## src/rtl/ppu_pkg.sv

```systemverilog
// rtl/ppu_pkg.sv - shared PPU-side constants and the sprite DMA state type
package ppu_pkg;

    localparam logic [2:0]  OAMDATA_ADDR = 3'd4;
    localparam logic [15:0] DMA_REG_ADDR = 16'h4014;
    localparam logic [2:0]  OAMDATA_REG  = OAMDATA_ADDR;

    typedef enum logic [2:0] {
        IDLE  = 3'd0,
        HALT  = 3'd1,
        ALIGN = 3'd2,
        READ  = 3'd3,
        WRITE = 3'd4
    } dma_state_t;

endpackage

```

## src/rtl/oam_dma.sv

```systemverilog
// rtl/oam_dma.sv - sprite DMA: copies one 256-byte CPU page into PPU OAMDATA while the CPU is halted
module oam_dma #(
    parameter logic [15:0] DMA_REG_ADDR = 16'h4014,
    parameter logic [2:0]  OAMDATA_REG  = 3'd4
) (
    input  logic        clk,
    input  logic        rst,
    input  logic        cpu_ce,
    input  logic [15:0] cpu_addr_i,
    input  logic [7:0]  cpu_data_i,
    input  logic        cpu_rw_i,
    input  logic [7:0]  bus_data_i,
    output logic        cpu_halt,
    output logic        dma_active,
    output logic [15:0] bus_addr_o,
    output logic        bus_rw_o,
    output logic        ppu_cs,
    output logic [2:0]  ppu_addr,
    output logic        ppu_rw,
    output logic [7:0]  ppu_data
);
    import ppu_pkg::*;

    dma_state_t  state_q, state_d;
    logic [7:0]  page_q, page_d;
    logic [7:0]  idx_q, idx_d;
    logic        parity_q, parity_d;
    logic [7:0]  ppu_data_q, ppu_data_d;
    logic        cpu_halt_q, cpu_halt_d;
    logic        ppu_cs_q, ppu_cs_d;
    logic        ppu_rw_q, ppu_rw_d;
    logic [15:0] bus_addr_q, bus_addr_d;
    logic        trigger;

    assign trigger = !cpu_rw_i && (cpu_addr_i == DMA_REG_ADDR);

    always_comb begin
        state_d    = state_q;
        page_d     = page_q;
        idx_d      = idx_q;
        parity_d   = parity_q;
        ppu_data_d = ppu_data_q;
        if (cpu_ce) begin
            parity_d = ~parity_q;
            case (state_q)
                IDLE: begin
                    if (trigger) begin
                        page_d  = cpu_data_i;
                        idx_d   = 8'd0;
                        state_d = HALT;
                    end
                end
                // An odd halt cycle needs one extra cycle so reads land on even cycles.
                HALT:    state_d = parity_q ? ALIGN : READ;
                ALIGN:   state_d = READ;
                READ: begin
                    ppu_data_d = bus_data_i;
                    state_d    = WRITE;
                end
                WRITE: begin
                    idx_d   = idx_q + 8'd1;
                    state_d = (idx_q == 8'hFF) ? IDLE : READ;
                end
                default: state_d = IDLE;
            endcase
        end

        // Outputs are registered from the next state so they move together with it.
        cpu_halt_d = (state_d != IDLE);
        ppu_cs_d   = (state_d == WRITE);
        ppu_rw_d   = !ppu_cs_d;
        bus_addr_d = (state_d != IDLE) ? {page_d, idx_d} : bus_addr_q;
    end

    always_ff @(posedge clk) begin
        if (rst) begin
            state_q    <= IDLE;
            page_q     <= 8'd0;
            idx_q      <= 8'd0;
            parity_q   <= 1'b0;
            ppu_data_q <= 8'd0;
            cpu_halt_q <= 1'b0;
            ppu_cs_q   <= 1'b0;
            ppu_rw_q   <= 1'b1;
            bus_addr_q <= 16'd0;
        end else begin
            state_q    <= state_d;
            page_q     <= page_d;
            idx_q      <= idx_d;
            parity_q   <= parity_d;
            ppu_data_q <= ppu_data_d;
            cpu_halt_q <= cpu_halt_d;
            ppu_cs_q   <= ppu_cs_d;
            ppu_rw_q   <= ppu_rw_d;
            bus_addr_q <= bus_addr_d;
        end
    end

    assign cpu_halt   = cpu_halt_q;
    assign dma_active = cpu_halt_q;
    assign bus_addr_o = bus_addr_q;
    assign bus_rw_o   = 1'b1;
    assign ppu_cs     = ppu_cs_q;
    assign ppu_addr   = OAMDATA_REG;
    assign ppu_rw     = ppu_rw_q;
    assign ppu_data   = ppu_data_q;

endmodule

```

## config.mk

```make
export PLATFORM = sky130hd
export DESIGN_NAME = oam_dma
export DESIGN_NICKNAME = d
export VERILOG_FILES = /design/src/rtl/ppu_pkg.sv /design/src/rtl/oam_dma.sv
export SDC_FILE = /design/constraint.sdc
export NUM_CORES = 1
export LEC_CHECK = 0
export ABC_AREA = 0
export BUFFER_PORTS_ARGS = -buffer_cell sky130_fd_sc_hd__buf_2
export CAP_MARGIN = 20
export CORE_MARGIN = 2
export CORE_UTILIZATION = 45
export CTS_BUF_LIST = sky130_fd_sc_hd__clkbuf_8
export CTS_CLUSTER_DIAMETER = 150
export DETAILED_ROUTE_END_ITERATION = 8
export PLACE_DENSITY_LB_ADDON = 0.12
export SETUP_SLACK_MARGIN = 0.5
export SYNTH_ARGS = -nofsm -noshare
export SYNTH_HDL_FRONTEND = slang
export SYNTH_SLANG_ARGS = --single-unit
export TNS_END_PERCENT = 5
```

## constraint.sdc

```tcl
create_clock -name clk -period 4.73 [get_ports clk]
set_input_delay 1.1825 -clock clk [delete_from_list [all_inputs] [get_ports clk]]
set_output_delay 1.1825 -clock clk [all_outputs]
set_load 0.01 [all_outputs]
```

==> summary.txt, run 1 <==
Die
  • Core area: 0.00466 sq mm
  • # rows: 25
  • Die Span Y: 73.0 um
  • Die X: 73.0 um
  • Initial core utilization: 46.0%
  • Die area: 0.00533 sq mm
  • Num ports: 68

Final layout
  • Share of layout cells above drive strength 1: 31.2%
  • Synthesis-to-finish area growth: 16.6%
  • N_diodes: 0
  • Final nets: 328

Clock tree
  • Hold-fix buffers at CTS: 0
  • PostCTS Resize Cnt: 0
  • CTS tree: built
  • Sink Count: 47
  • Setup bufs post-CTS: 0
  • Max H-tree Level: 2
  • Clock root buffer: clkbuf_8
  • Worst skew pair latency: 0.30 ns
  • Cts bufs inserted: 5
  • Clk slew on worst S/H paths: 0.08 ns
  • Clk buf depth: 2

Timing
  • Rel. slew slack: 39.8%
  • Max Freq: 318 MHz
  • Min Tclk post-route: 3.14 ns
  • RSZ-0062 raised after global routing: no
  • Period utilisation layout: 66.5%
  • Endpoints failing setup: 0
  • Slew at the pin closest to its max-slew limit: 0.896 ns
  • Fin Clk Skew: 0.00501 ns
  • Final TNS setup: 0 ns
  • Slew Limit Fails: 0
  • Final Hold Fails: 0

Setup path
  • CP startpoint: cpu_addr_i[6]
  • Worst reg-to-reg setup slack: 2.51 ns
  • Crit path capture: bus_addr_o[15]
  • Critical path startpoint category: primary input
  • CP arrival: 3.33 ns
  • Worst Path Required: 4.92 ns
  • CP Class: in2reg
  • Setup crit end kind: register
  • Worst-case reg-to-reg path depth: 4
  • FF-to-FF Start: state_q[0]
  • Max FO, Critical Path: 10
  • Worst reg2reg path endpoint: bus_addr_o[15]

Logic synthesis
  • Cell taking the most area after synthesis: dfxtp_1
  • Synth top cells by count: 47 x dfxtp_1, 25 x nand2_1, 24 x nor2_1
  • Synth warn: 0
  • Top-count cell post-synth: dfxtp_1
  • Post-synthesis sequential area ratio: 43.9%
  • Number of synthesized flops with an enable pin: 0
  • Post-synth cell types: 54
  • Synth Instances: 240
  • Async S/R FF share, synth: 0%
  • Yosys top cell area share: 43.9%
  • Cell Area, Synth: 0.00214 sq mm
  • Synth Register Bits: 47
  • Ranking of synthesized cells by area: dfxtp_1 44%, o31ai_1 4.6%, nand2_1 4.4%
  • Most common flop cell mapped by yosys: dfxtp_1
  • Syn Area/Cell: 8.93 sq um

GRT
  • Initial antenna violation count: 0
  • First-pass GRT wire length: 7.52 mm
  • Global route total overflow: 0
  • Largest net degree at the start of global routing: 34
  • Total GRT Usage: 18.0%
  • Vias in the first global route: 1692

Placed design
  • Final Wtd Congestion: 0.803
  • DP HPWL: 3.24 mm
  • Port bufs: 63

Power and ir drop
  • Design Power: 0.749 mW
  • Peak VDD IR: 0.213 mV
  • Pwr/cell area: 300 mW/mm^2
  • Leakage: 1.03 nW

Worst hold path
  • Hold Crit Class: reg2reg

Route
  • Total iterations of the first detailed-routing run: 4
  • DRC: 0
  • Antenna Nets Post-Route: 0
  • Final Routed Wirelength: 4.57 mm
  • WL/cell: 13.2 um
  • Initial DRC Count: 78
  • Via density: 5.34
  • Vias: 1848

Outcome
  • Status: finished clean

Job
  • Max Cap Viol: 0
## cells by family after synthesis
logic type               count (synthesis)  share of synthesized area, %
AO/OA/AOI/OAI                           64                          20.8
XOR/XNOR                                 2                         0.817
adder cells (fa/ha/maj)                  1                         0.584
buffers and inverters                   25                          6.48
flip-flops                              47                          43.9
multiplexers                             9                          4.26
other                                    2                         0.350
AND/OR/NAND/NOR                         90                          22.8
## metrics by stage
step                hold slack (ns)  cells  cell area (sq um)  setup slack, ns  utilization [%]
global placement              0.440    337               2410             1.30             51.6
global route                  0.476    346               2500             1.49             53.6
floorplan                     0.477    242               2150             1.87                -
CTS                           0.461    345               2490             1.59             53.4
finish                        0.455    346               2500             1.59             53.6
detailed placement            0.448    337               2410             1.27             51.6
## final cells by class
class                      instances  area [sq um]
clock inverter                     3          16.3
tap                               54          67.6
multi-input combinational        170          1070
sequential                        47           941
fill                             452          2160
timing repair buffer              64           323
clock buffer                       5          68.8
inverter                           3          11.3
## metal layers
metal / GRT usage, % / routed length (um) / up-vias
li1: - / - / 947
met1: 21.8 / 2120 / 848
met2: 31.0 / 2210 / 46
met3: 4.14 / 177 / 7
met4: 6.17 / 67 / 0
met5: 0 / 0 / -
## worst min-delay path by stage
stage	endpoint	from	cells after the start
6_report	ppu_data[2]	ppu_data[2]	2
5_1_grt	ppu_data[0]	ppu_data[0]	2
4_1_cts	ppu_data[2]	ppu_data[2]	2
3_5_place_dp	ppu_data[2]	ppu_data[2]	2
3_3_place_gp	ppu_data[2]	ppu_data[2]	2
2_1_floorplan	page_q[0]	page_q[0]	2
## flip-flops by register name, indices dropped and copies added (netlist names), 3 cells and up
register	count
bus_addr_o	16
idx_q	8
page_q	8
ppu_data	8
state_q	3
## layout by cell type (no fill, tap or decap), drive strengths merged, types with 5 or more instances in the layout
| master | instances |
|---|---|
| buf | 64 |
| dfxtp | 47 |
| nand2 | 25 |
| a21oi | 25 |
| nor2 | 24 |
| o31ai | 13 |
| nand3 | 8 |
| mux2i | 8 |
| o21ai | 7 |
| nand2b | 5 |
| clkbuf | 5 |
## critical path, stage by stage
cell and delay, ns:
buf_2 0.10, or4_4 0.52, or2_4 0.28, nor4_4 0.79, mux2i_1 0.37, a21oi_2 0.08
## power breakdown
part	internal (mW)	leakage [nW]	total (mW)	switching, mW
clock network	0.101	0.0453	0.234	0.133
registers	0.410	0.382	0.420	0.00940
logic	0.0416	0.602	0.0947	0.0530
Note: power is estimated with default switching activity, not from simulation.
==> run 2: changes to the inputs <==
--- a/config.mk
+++ b/config.mk
@@ -5,7 +5,7 @@
 export SDC_FILE = /design/constraint.sdc
 export NUM_CORES = 1
 export LEC_CHECK = 0
-export ABC_AREA = 0
+export ABC_AREA = 1
 export BUFFER_PORTS_ARGS = -buffer_cell sky130_fd_sc_hd__buf_2
 export CAP_MARGIN = 20
 export CORE_MARGIN = 2
==> constraint.sdc (replaced) <==
create_clock -name clk -period 2.8 [get_ports clk]
set_input_delay 0.7 -clock clk [delete_from_list [all_inputs] [get_ports clk]]
set_output_delay 0.7 -clock clk [all_outputs]
set_load 0.01 [all_outputs]
==> summary.txt, run 2 <==
Clock tree
  • Hold-fix buffers at CTS: 0 (unchanged)
  • Clock root buffer: clkbuf_8
  • CTS tree: built
  • Setup bufs post-CTS: 0 (unchanged)
  • PostCTS Resize Cnt: 0 (unchanged)
  • Clk buf depth: 2 (unchanged)
  • Sink Count: 47 (unchanged)
  • Max H-tree Level: 2 (unchanged)
  • Clk slew on worst S/H paths: 0.08 ns (about the same)
  • Cts bufs inserted: 5 (unchanged)
  • Worst skew pair latency: 0.30 ns (about the same)

Route
  • Total iterations of the first detailed-routing run: 4 (unchanged)
  • DRC: 0 (unchanged)
  • WL/cell: 10.2 um (-23%)
  • Final Routed Wirelength: 4.08 mm (-11%)
  • Initial DRC Count: 72 (-7.7%)
  • Antenna Nets Post-Route: 0 (unchanged)
  • Via density: 4.62 (-14%)
  • Vias: 1857 (+0.49%)

Final layout
  • Most common cell after layout, fill and taps aside: nor2_1
  • Multi-input logic area: 985 sq um (-8.1%)
  • Share of layout cells above drive strength 1: 28.0% (-3.2 points)
  • Post-Layout Inst Area: 0.00254 sq mm (+1.8%)
  • N_diodes: 0 (unchanged)
  • Final nets: 386 (+18%)
  • Final Non-Filler Cells: 402 (+16%)
  • Most frequent cells in the layout: 80 x nor2_1, 63 x buf_2, 51 x nand2_1
  • Fillers: 450 (-0.44%)
  • Final core occ: 57.2% (+3.6 points)
  • Max reg flops: 16 (unchanged)
  • Synthesis-to-finish area growth: 19.8%
  • Sequential Area: 941 sq um (unchanged)

Die
  • # rows: 24 (-4.0%)
  • Die Span Y: 72.7 um (-0.47%)
  • Initial core utilization: 47.7% (+1.8 points)
  • Core area: 0.00444 sq mm (-4.6%)
  • Die area: 0.00528 sq mm (-0.94%)
  • Num ports: 68 (unchanged)
  • Die X: 72.7 um (-0.47%)

Placed design
  • Placed inst area: 0.00242 sq mm (+0.78%)
  • Worst slack at placement: 0.625 ns (-0.650 ns)
  • Final Wtd Congestion: 0.813 (+1.4%)
  • Placed Cells: 394 (+17%)
  • DP HPWL: 2.96 mm (-8.7%)
  • Port bufs: 63 (unchanged)

GRT
  • Global route total overflow: 0 (unchanged)
  • Largest net degree at the start of global routing: 34 (unchanged)
  • First-pass GRT wire length: 6.70 mm (-11%)
  • Vias in the first global route: 1614 (-4.6%)
  • Total GRT Usage: 15.8% (-2.1 points)
  • Initial antenna violation count: 0 (unchanged)

Timing
  • Final TNS setup: 0 ns (unchanged)
  • Slew Limit Fails: 0 (unchanged)
  • Final Hold Fails: 0 (unchanged)
  • Hold WS: 0.486 ns (+0.0313 ns)
  • Final worst-path setup slack: 0.750 ns (-0.837 ns)
  • RSZ-0062 raised after global routing: no
  • Rel. slew slack: 56.3% (+16 points)
  • Endpoints failing setup: 0 (unchanged)
  • Slew at the pin closest to its max-slew limit: 0.655 ns (-0.241 ns)
  • Min Tclk post-route: 2.05 ns
  • Period utilisation layout: 73.2%
  • Fin Clk Skew: 0.00828 ns (+0.00328 ns)
  • Max Freq: 488 MHz

Outcome
  • Status: finished clean

Setup path
  • Max FO, Critical Path: 33 (+23)
  • Worst path buffer plus inverter count: 0 (-1)
  • Critical path startpoint category: register
  • CP Class: reg2reg
  • Largest stage delay, worst path: 0.41 ns (-0.38 ns)
  • Slowest cell on crit path: nand4_4
  • CP top delay family: simple AND/OR/NAND/NOR gates
  • CP arrival: 2.24 ns (-1.09 ns)
  • Worst Path Required: 2.99 ns (-1.93 ns)
  • Cell breakdown of the critical path: ha_1 > nand2_1 > nor2_4 > nand2_1 > nand2_1 > nand3_2 > a21oi_4 > nand4_4 > o21bai_1 > nor2_1
  • Worst path most repeated cell: nand2_1
  • Setup crit end kind: register

Logic synthesis
  • Synth Instances: 289 (+20%)
  • Cell Area, Synth: 0.00212 sq mm (-0.99%)
  • Post-synthesis sequential area ratio: 44.3% (+0.44 points)
  • Most common flop cell mapped by yosys: dfxtp_1
  • Ranking of synthesized cells by area: dfxtp_1 44%, nor2_1 14%, nand2_1 9.0%
  • Synth Register Bits: 47 (unchanged)
  • Synth warn: 0 (unchanged)
  • Async S/R FF share, synth: 0% (unchanged)
  • Cell taking the most area after synthesis: dfxtp_1
  • Synth top cells by count: 80 x nor2_1, 51 x nand2_1, 47 x dfxtp_1
  • Syn Area/Cell: 7.34 sq um (-18%)
  • Top-count cell post-synth: nor2_1
  • Number of synthesized flops with an enable pin: 0 (unchanged)
  • Yosys top cell area share: 44.3% (+0.44 points)
  • Post-synth cell types: 37 (-31%)

Power and ir drop
  • Reg power frac: 54.3% (-1.8 points)
  • Design Power: 1.23 mW (+65%)
  • Leakage: 1.27 nW (+23%)
  • Peak VDD IR: 0.288 mV (+35%)
  • Internal power: 0.984 mW (+78%)
  • Clock share of power: 41.0% (+9.7 points)
  • Psw: 0.250 mW (+28%)
  • Comb power frac: 4.7% (-7.9 points)
  • Pwr/cell area: 486 mW/mm^2 (+62%)
  • Switching part of the total: 20.3% (-5.8 points)

Job
  • Max Cap Viol: 0 (unchanged)

Worst hold path
  • Hold Crit Class: reg2reg
[run 2: cell count changes in the layout (fill, tap and decap cells not counted), moves of 8 or more]
cell     delta
nor2_2     +10
nand2_1    +26
o31ai_1    -13
mux2i_1     -8
inv_1      +18
nor2_1     +56
a21oi_2     -9
[run 2: cells by family (layout without fill, tap and decap cells)]
logic type | after synthesis | in the layout | synth area share, %
AOI/OAI and AO/OA | 37 | 37 | 10.7
xor gates and xnor gates | 1 | 1 | 0.413
adders and majority gates | 1 | 1 | 0.590
buffers and inverters | 41 | 100 | 9.61
DFF | 47 | 47 | 44.3
other | 2 | 4 | 0.354
and+or+nand+nor | 160 | 160 | 34.0
[run 2: path summary, 6_finish.rpt]
check	slack [ns]	cells after the start	end	start
setup / recovery	0.75	10	bus_addr_o[3]	idx_q[0]
hold / removal	0.49	2	page_q[1]	page_q[1]
setup reg to reg	0.75	10	bus_addr_o[3]	idx_q[0]
hold reg to reg	0.49	2	page_q[1]	page_q[1]
[run 2: tightest hold or removal path, stage by stage (launching register included)]
cell,delay (ns)
dfxtp_1,0.32
a21oi_1,0.07
nor2_1,0.07
[run 2: layer usage]
layer	share of wire, %	up-vias	GRT usage, %
met5	0	-	0
met4	1.6	0	6.17
met3	6.1	7	4.01
met2	44	48	26.1
met1	48	799	19.9
li1	-	1003	-
[run 2: cell type report]
cell class                 instances  share of cell area (%)
sequential                        47                    37.0
multi-input combinational        203                    38.7
clock inverter                     2                    1.38
timing repair buffer              65                    13.0
clock buffer                       6                    3.25
inverter                          27                    4.08
tap                               52                    2.56
[run 2: power groups by stage]
stage / clock network, mW / registers (mW) / logic, mW
after global routing: 0.545 / 0.671 / 0.0660
after global placement: 0 / 0.686 / 0.0582
final: 0.507 / 0.670 / 0.0581
after floorplan: 0 / 0.686 / 0.0350
after CTS: 0.522 / 0.670 / 0.0587
after detailed placement: 0 / 0.686 / 0.0585
==> run 3: changes to the inputs <==
==> constraint.sdc (replaced) <==
create_clock -name clk -period 1.66 [get_ports clk]
set_input_delay 0.415 -clock clk [delete_from_list [all_inputs] [get_ports clk]]
set_output_delay 0.415 -clock clk [all_outputs]
set_load 0.01 [all_outputs]
==> summary.txt, run 3 (same netlist as run 2, synthesis figures left out) <==
Die
  • Num ports: 68 (unchanged)
  • Initial core utilization: 47.7% (unchanged)
  • Core area: 0.00444 sq mm (unchanged)
  • # rows: 24 (unchanged)
  • Die area: 0.00528 sq mm (unchanged)
  • Die Span Y: 72.7 um (unchanged)
  • Die X: 72.7 um (unchanged)

Route
  • Total iterations of the first detailed-routing run: 4 (unchanged)
  • Via density: 4.72 (+2.3%)
  • Initial DRC Count: 104 (+44%)
  • WL met3: 292 um (+17%)
  • Antenna Nets Post-Route: 0 (unchanged)
  • DRC: 0 (unchanged)
  • Vias: 2022 (+8.9%)
  • WL/cell: 11.6 um (+15%)
  • Top sig layer: met4
  • Final Routed Wirelength: 4.98 mm (+22%)
  • M1 wire length: 2.30 mm (+18%)
  • Metal2 WL: 2.34 mm (+29%)

Power and ir drop
  • Pwr/cell area: 681 mW/mm^2 (+40%)
  • Leakage: 1.47 nW (+16%)
  • Peak VDD IR: 0.534 mV (+85%)

Setup path
  • CP Class: reg2reg
  • Slowest cell on crit path: dfxtp_2
  • Worst-case reg-to-reg path depth: 12 (+2)
  • Critical path startpoint category: register
  • Largest stage delay, worst path: 0.36 ns (-0.05 ns)
  • Worst reg2reg path endpoint: bus_addr_o[11]
  • CP arrival: 1.99 ns (-0.25 ns)
  • Cell breakdown of the critical path: ha_4 > nand2_4 > nor2_4 > nand2_2 > nand2_2 > nand3_2 > a21oi_4 > nand4_4 > buf_6 > buf_6 > nor2_4 > nor2_2
  • FF-to-FF Start: idx_q[0]
  • Setup crit end kind: register
  • Max FO, Critical Path: 6 (-82%)
  • Worst path buffer plus inverter count: 2 (+2)
  • Worst reg-to-reg setup slack: -0.12 ns (-0.87 ns)
  • Worst Path Required: 1.86 ns (-1.13 ns)
  • CP top delay family: simple AND/OR/NAND/NOR gates
  • Stages on worst setup path: 12 (+2)

Final layout
  • Final core occ: 70.1% (+13 points)
  • Max reg flops: 16 (unchanged)
  • Share of layout cells above drive strength 1: 49.7% (+22 points)
  • N_diodes: 0 (unchanged)
  • Post-Layout Inst Area: 0.00312 sq mm (+23%)
  • Most common cell after layout, fill and taps aside: nor2_1
  • Synthesis-to-finish area growth: 46.9%
  • Final nets: 412 (+6.7%)
  • Most frequent cells in the layout: 65 x nor2_1, 54 x buf_2, 43 x nand2_1

Clock tree
  • Cts bufs inserted: 5 (unchanged)
  • Worst skew pair latency: 0.29 ns (about the same)
  • Clock root buffer: clkbuf_8
  • Sink Count: 47 (unchanged)
  • CTS tree: built
  • Max H-tree Level: 2 (unchanged)
  • Clk buf depth: 2 (unchanged)
  • Clk slew on worst S/H paths: 0.09 ns (about the same)

Worst hold path
  • Hold path endpoint: ppu_data[1]
  • Worst Hold Launch: bus_data_i[1]
  • Hold Crit Class: in2reg
  • Hold depth: 3 (+1)

GRT
  • Total GRT Usage: 18.4% (+2.5 points)
  • Vias in the first global route: 1788 (+11%)
  • Largest net degree at the start of global routing: 22 (-35%)
  • Initial antenna violation count: 0 (unchanged)
  • First-pass GRT wire length: 7.67 mm (+14%)
  • Global route total overflow: 0 (unchanged)

Timing
  • Fin Clk Skew: 0.00805 ns (-0.000229 ns)
  • Max Freq: 560 MHz (+15%)
  • Final worst-path setup slack: -0.125 ns (-0.875 ns)
  • Final Hold Fails: 0 (unchanged)
  • Slew Limit Fails: 0 (unchanged)
  • RSZ-0062 raised after global routing: yes
  • Period utilisation layout: 108% (+34 points)
  • Endpoints failing setup: 17 (+17)
  • Min Tclk post-route: 1.78 ns (-0.265 ns)

Placed design
  • Final Wtd Congestion: 0.758 (-6.8%)
  • Placed inst area: 0.00267 sq mm (+10%)
  • DP HPWL: 3.22 mm (+8.9%)
  • Port bufs: 63 (unchanged)

Outcome
  • Status: finished, violations left
  • Failing checks: negative setup slack

Job
  • Max Cap Viol: 0 (unchanged)
-- run 3: changes by cell type in the layout (fill, tap and decap cells not counted), moves of 6 or more --
cell,before,now
dfxtp_1,47,32
dfxtp_2,0,15
buf_6,0,16
a21oi_1,16,4
nand2_1,51,43
buf_4,2,17
nor2_2,10,21
nor2_1,80,65
buf_2,63,54
nand2_2,0,6
a21oi_2,1,13
-- run 3: how the worst max path moves through the flow --
stage | start | slack [ns] | to
after global routing | idx_q[0] | -0.23 | bus_addr_o[11]
after CTS | idx_q[1] | -0.05 | bus_addr_o[5]
final | idx_q[0] | -0.12 | bus_addr_o[11]
after global placement | cpu_addr_i[3] | -0.15 | bus_addr_o[13]
after detailed placement | cpu_addr_i[3] | -0.18 | bus_addr_o[3]
after floorplan | idx_q[1] | 0.05 | bus_addr_o[0]
-- run 3: metal layers --
layer | GRT usage, % | up-vias
met5 | 0 | -
li1 | - | 1063
met3 | 5.11 | 4
met2 | 31.2 | 52
met4 | 4.53 | 0
met1 | 23.1 | 903
-- run 3: timing repair --
item                                    in CTS  in global routing
endpoints found under the setup margin      71                 73
pin swaps                                   33                 30
gates resized for setup                     23                 48
cloned                                       0                  2
hold buffers                                 0                  0
hold endpoints to repair                     0                  0
buffers inserted                             1                  2
-- run 3: power breakdown --
part | leakage, nW | internal (mW) | switching (mW)
sequential | 0.386 | 1.13 | 0.00138
combinational | 1.02 | 0.0559 | 0.0592
clock | 0.0618 | 0.495 | 0.383
-- run 3: area by class of cell --
type | count | area, sq um
fillers | 362 | 1330
multi-input cells | 203 | 1190
flip-flops and latches | 47 | 960
repair buffers | 91 | 668
inverters | 27 | 108
clock buffers | 6 | 82.6
well taps | 52 | 65.1
clock inverters | 2 | 38.8
-- run 3: tightest hold or removal path, stage by stage --
cell	delay [ns]
buf_2	0.08
nor2_1	0.03
nor2_1	0.08
-- run 3: metrics by stage --
step	power [mW]	hold WS, ns	setup WS [ns]	cells	setup TNS [ns]
CTS	2.15	0.312	-0.0534	424	-0.637
global placement	1.27	0.459	-0.148	415	-2.82
global route	2.21	0.330	-0.235	428	-3.46
finish	2.12	0.339	-0.125	428	-1.31
floorplan	1.22	0.450	0.0517	291	0
detailed placement	1.27	0.470	-0.178	415	-3.18
